## src/rtl/branch_ctrl_unit.sv

```systemverilog
// Branch control: flag register, branch condition evaluation, next-address select, flush/halt sequencing.
// Optional macro BRANCH_FLAG_BYPASS_EN: evaluate conditions on same-cycle ALU flags when flags_we=1.
module branch_ctrl_unit #(
    parameter int CNT_W = 16
) (
    input  logic             clk,
    input  logic             rst_n,
    input  logic             instr_valid,
    input  logic [3:0]       branch_op,
    input  logic             flags_we,
    input  logic             alu_zero,
    input  logic             alu_sign,
    input  logic             alu_carry,
    input  logic             resume,
    output logic [1:0]       branch_control_out,
    output logic             flush,
    output logic             pc_stall,
    output logic [2:0]       flags_q,
    output logic [CNT_W-1:0] taken_cnt
);

    typedef enum logic [1:0] {S_RUN, S_FLUSH, S_HALT} state_t;

    localparam logic [1:0] SEL_PC_ADD = 2'b00;
    localparam logic [1:0] SEL_INSTR  = 2'b01;
    localparam logic [1:0] SEL_REG    = 2'b10;

    state_t           state_q, state_d;
    logic             flush_q;
    logic [2:0]       flags_d;
    logic [2:0]       ev_flags;
    logic [CNT_W-1:0] cnt_q, cnt_d;
    logic             taken, is_jr, halt_op;

`ifdef BRANCH_FLAG_BYPASS_EN
    assign ev_flags = flags_we ? {alu_carry, alu_sign, alu_zero} : flags_q;
`else
    assign ev_flags = flags_q;
`endif

    assign flags_d = flags_we ? {alu_carry, alu_sign, alu_zero} : flags_q;

    // Decisions are suppressed while reset is asserted so the mux select reads 00.
    always_comb begin
        taken   = 1'b0;
        is_jr   = 1'b0;
        halt_op = 1'b0;
        if (rst_n && state_q == S_RUN && instr_valid) begin
            case (branch_op)
                4'd1:    taken = 1'b1;
                4'd2:    taken = ev_flags[1];
                4'd3:    taken = ~ev_flags[1];
                4'd4:    taken = ev_flags[0];
                4'd5:    taken = ~ev_flags[0];
                4'd6:    taken = ev_flags[2];
                4'd7:    taken = ~ev_flags[2];
                4'd8:    begin taken = 1'b1; is_jr = 1'b1; end
                4'd9:    halt_op = 1'b1;
                default: ;
            endcase
        end
    end

    always_comb begin
        state_d            = state_q;
        branch_control_out = SEL_PC_ADD;
        cnt_d              = cnt_q;
        case (state_q)
            S_RUN: begin
                if (taken) begin
                    branch_control_out = is_jr ? SEL_REG : SEL_INSTR;
                    state_d            = S_FLUSH;
                    if (cnt_q != {CNT_W{1'b1}})
                        cnt_d = cnt_q + 1'b1;
                end else if (halt_op) begin
                    state_d = S_HALT;
                end
            end
            S_FLUSH: state_d = S_RUN;
            S_HALT:  if (resume) state_d = S_RUN;
            default: state_d = S_RUN;
        endcase
    end

    always_ff @(posedge clk) begin
        if (!rst_n) begin
            state_q <= S_RUN;
            flush_q <= 1'b0;
            flags_q <= 3'b000;
            cnt_q   <= '0;
        end else begin
            state_q <= state_d;
            flush_q <= (state_d == S_FLUSH);
            flags_q <= flags_d;
            cnt_q   <= cnt_d;
        end
    end

    assign flush     = flush_q;
    assign pc_stall  = rst_n && (state_q == S_HALT || halt_op);
    assign taken_cnt = cnt_q;

endmodule

```

## config.mk

```make
export PLATFORM = sky130hd
export DESIGN_NAME = branch_ctrl_unit
export DESIGN_NICKNAME = d
export VERILOG_FILES = /design/src/rtl/branch_ctrl_unit.sv
export SDC_FILE = /design/constraint.sdc
export NUM_CORES = 1
export LEC_CHECK = 0
export ABC_AREA = 1
export BUFFER_PORTS_ARGS = -buffer_cell sky130_fd_sc_hd__buf_2
export CAP_MARGIN = 20
export CORE_ASPECT_RATIO = 0.5
export CORE_MARGIN = 2
export CORE_UTILIZATION = 40
export DETAILED_ROUTE_END_ITERATION = 7
export SLEW_MARGIN = 40
export SYNTH_ARGS = -nofsm -noshare
export SYNTH_HDL_FRONTEND = slang
export SYNTH_SLANG_ARGS = --single-unit
```

## constraint.sdc

```tcl
create_clock -name clk -period 5.25 [get_ports clk]
set_input_delay 1.575 -clock clk [delete_from_list [all_inputs] [get_ports clk]]
set_output_delay 1.575 -clock clk [all_outputs]
set_load 0.01 [all_outputs]
```

==> reports/metrics.yaml <==
comb_power_share_pct: 10.9
synth_top_family_by_area: "simple AND/OR/NAND/NOR gates"
synthDominantCellAreaShare_pct: 29.9
slew_violations: 0
critical-path-max-stage-delay_ns: 0.25
worst_pin_slew_ns: 0.304
clkPwrFrac_pct: 43.2
dp_worst_setup_slack_ns: 1.07
die_w_um: 89.8
r2r_slack_ns: 3.29
synth_simple_gate_area_share_pct: 44.8
ys_types: 28
grt_pass1_vias: 1304
ant_nets: 0
netlist_area_sq_mm: 0.00147
tns_ns: 0
vias_per_cell: 5.02
clk_latency_ns: 0.27
power.leakage_nw: 0.724
drc_errors: 0
worstSetupEndpointType: "output port"
diodes: 0
cp_slowest_cell: "buf_4"
cts_resized: 0
switching_share_pct: 24.0
max_freq_mhz: 239
powerDensity_mw_per_mm2: 213
synth_flop_cell: "dfxtp_1"
synth_cells: 212
relSlewSlack_pct: 79.7
hpwl_um: 2620
synth_top_area_cell: "dfxtp_1"
num_vias: 1497
clk_pin_slew_ns: 0.09
area_delta_synth_final_pct: 19.2
critPathKind: "in2out"
cp_top_family: "buffers and inverters"
cts_made_buffers: 3
synth_compound_area_share_pct: 11.6
fin_nets: 261
finalSetupViolations: 0
min_period_ns: 4.18
wl_per_cell_um: 12.0
p_sw_mw: 0.0901
syn_nets: 225
cts_root_buffer: "clkbuf_8"
synth_seq_cells: 22
overflow: 0
rsz0062_at_grt: "no"
fin_crit_sh_pct: 79.6
cts_tree: "done"
avgSynthCellArea_sq_um: 6.95
cap_violations: 0
status: "finished clean"
internal-power_mw: 0.285
start_util_pct: 42.5
clk_path_buf_depth: 2
routed_wirelength_um: 3580
layout_setup_ws_ns: 1.07
peakVddDrop_uv: 81.8
final_area_sq_mm: 0.00176
synthArstFlopShare_pct: 0
yosysSeqAreaShare_pct: 29.9
worstPathArrival_ns: 2.61
htree_levels: 1
grt_pass1_wl_um: 6020
clkSinkCount: 22
synthTopCellsByCount: "51 x nand2_1, 22 x dfxtp_1, 22 x inv_1"
gp_congestion: 0.861
synth-edff-count: 0
final_util_pct: 50.6
path_buf_inv: 4
p_seq_share_pct: 45.8
muxShareOfSynthArea_pct: 0
pin_count: 35
layout-drive-gt1-share_pct: 30.0
grt_max_degree: 19
drt_iter0_markers: 63
rows: 15
coreArea_sq_mm: 0.00347
synthAdderAreaFrac_pct: 0.849
synth_most_common_cell: "nand2_1"
crit_fanout: 16
whs_ns: 0.496
synth-xor-area-share_pct: 4.16
hold_path.class: "reg2reg"
post_cts_buffers: 0
placed_area_sq_mm: 0.00169
holdBufCountCts: 0
io_buffer_count: 34
required_ns: 3.68
die_h_um: 46.9
ys_warn_count: 0
finClkSkew_ns: 0.00855
finalHoldViolations: 0
path_common_cell: "buf_2"
path_cells: "buf_2 -> nand2_1 -> nor3_4 -> buf_4 -> inv_1 -> nor3_1 -> buf_2"
grtUsageTotal_pct: 18.4
design.die.area_sq_mm: 0.00422
antenna_found_initial: 0
start_kind: "primary input"
yosys-top-cells-area: "dfxtp_1 30%, nand2_1 13%, nand4_1 8.1%"
firstDrtPassIters: 4
[registers in the layout (all words and copies together), names as in the netlist]
register and count:
flush 1, flags_q 3, taken_cnt 16, state_q 2
[area by class of cell]
cell class	count	area, sq um
timing repair buffer	36	185
tap	51	63.8
clock buffer	3	41.3
multi-input combinational	161	906
inverter	24	90.1
fill	365	1720
sequential	22	440
clock inverter	1	30.0
[worst register-to-register path, stage by stage (launching register included)]
cell	delay, ns
dfxtp_1	0.40
ha_1	0.28
nand2_1	0.14
nor2_4	0.20
nand4_4	0.30
nand3_4	0.35
nand2_1	0.09
a21oi_1	0.14
[placed cells by master (no fill, tap or decap)]
cell / netlist / final
nand4_4: 1 / 1
nor2_2: 2 / 2
nand4_1: 19 / 19
xnor2_1: 2 / 2
clkinv_1: 1 / 1
bufinv_16: 0 / 1
nor2_4: 3 / 3
nor3_4: 1 / 1
clkbuf_8: 0 / 3
a21oi_1: 11 / 11
nor3_2: 1 / 1
dfxtp_1: 22 / 22
nor3_1: 1 / 1
nand3_4: 1 / 1
o21ai_0: 4 / 4
buf_2: 2 / 34
nor2_1: 18 / 18
nand2_2: 11 / 11
inv_2: 1 / 1
a21oi_2: 11 / 11
buf_4: 0 / 2
nand2_1: 51 / 51
nand3_1: 16 / 16
nand2_4: 1 / 1
ha_1: 1 / 1
inv_1: 22 / 22
or2_2: 1 / 1
xor2_1: 5 / 5
[metrics by stage]
| stage | cells | power (mW) |
|---|---|---|
| after floorplan | 212 | 0.203 |
| after global placement | 294 | 0.216 |
| after detailed placement | 294 | 0.217 |
| after CTS | 298 | 0.382 |
| after global routing | 298 | 0.391 |
| final | 298 | 0.375 |
[cell families after synthesis]
group / count (synthesis)
AO/OA/AOI/OAI: 26
AND/OR/NAND/NOR: 127
flip-flops: 22
adder cells (fa/ha/maj): 1
XOR/XNOR: 7
buffers and inverters: 29
[routing by layer]
metal | GRT usage (%) | share of wire [%]
met1 | 23.2 | 50
met2 | 33.6 | 44
met3 | 4.82 | 5.0
met4 | 3.69 | 0.84
met5 | 0 | 0
[path summary, 6_finish.rpt]
kind,start,endpoint,cells after the start
max,rst_n,branch_control_out[0],7
min,flags_q[1],flags_q[1],2
max reg2reg,taken_cnt[0],taken_cnt[0],7
min reg2reg,flags_q[1],flags_q[1],2
[power groups by stage]
| stage | clock (mW) | sequential (mW) | combinational, mW |
|---|---|---|---|
| final | 0.162 | 0.172 | 0.0409 |
| after global routing | 0.173 | 0.172 | 0.0461 |
| after CTS | 0.169 | 0.172 | 0.0413 |
| after detailed placement | 0 | 0.176 | 0.0412 |
| after global placement | 0 | 0.176 | 0.0404 |
| after floorplan | 0 | 0.177 | 0.0267 |
No activity file was read; power rests on OpenSTA's default activity.
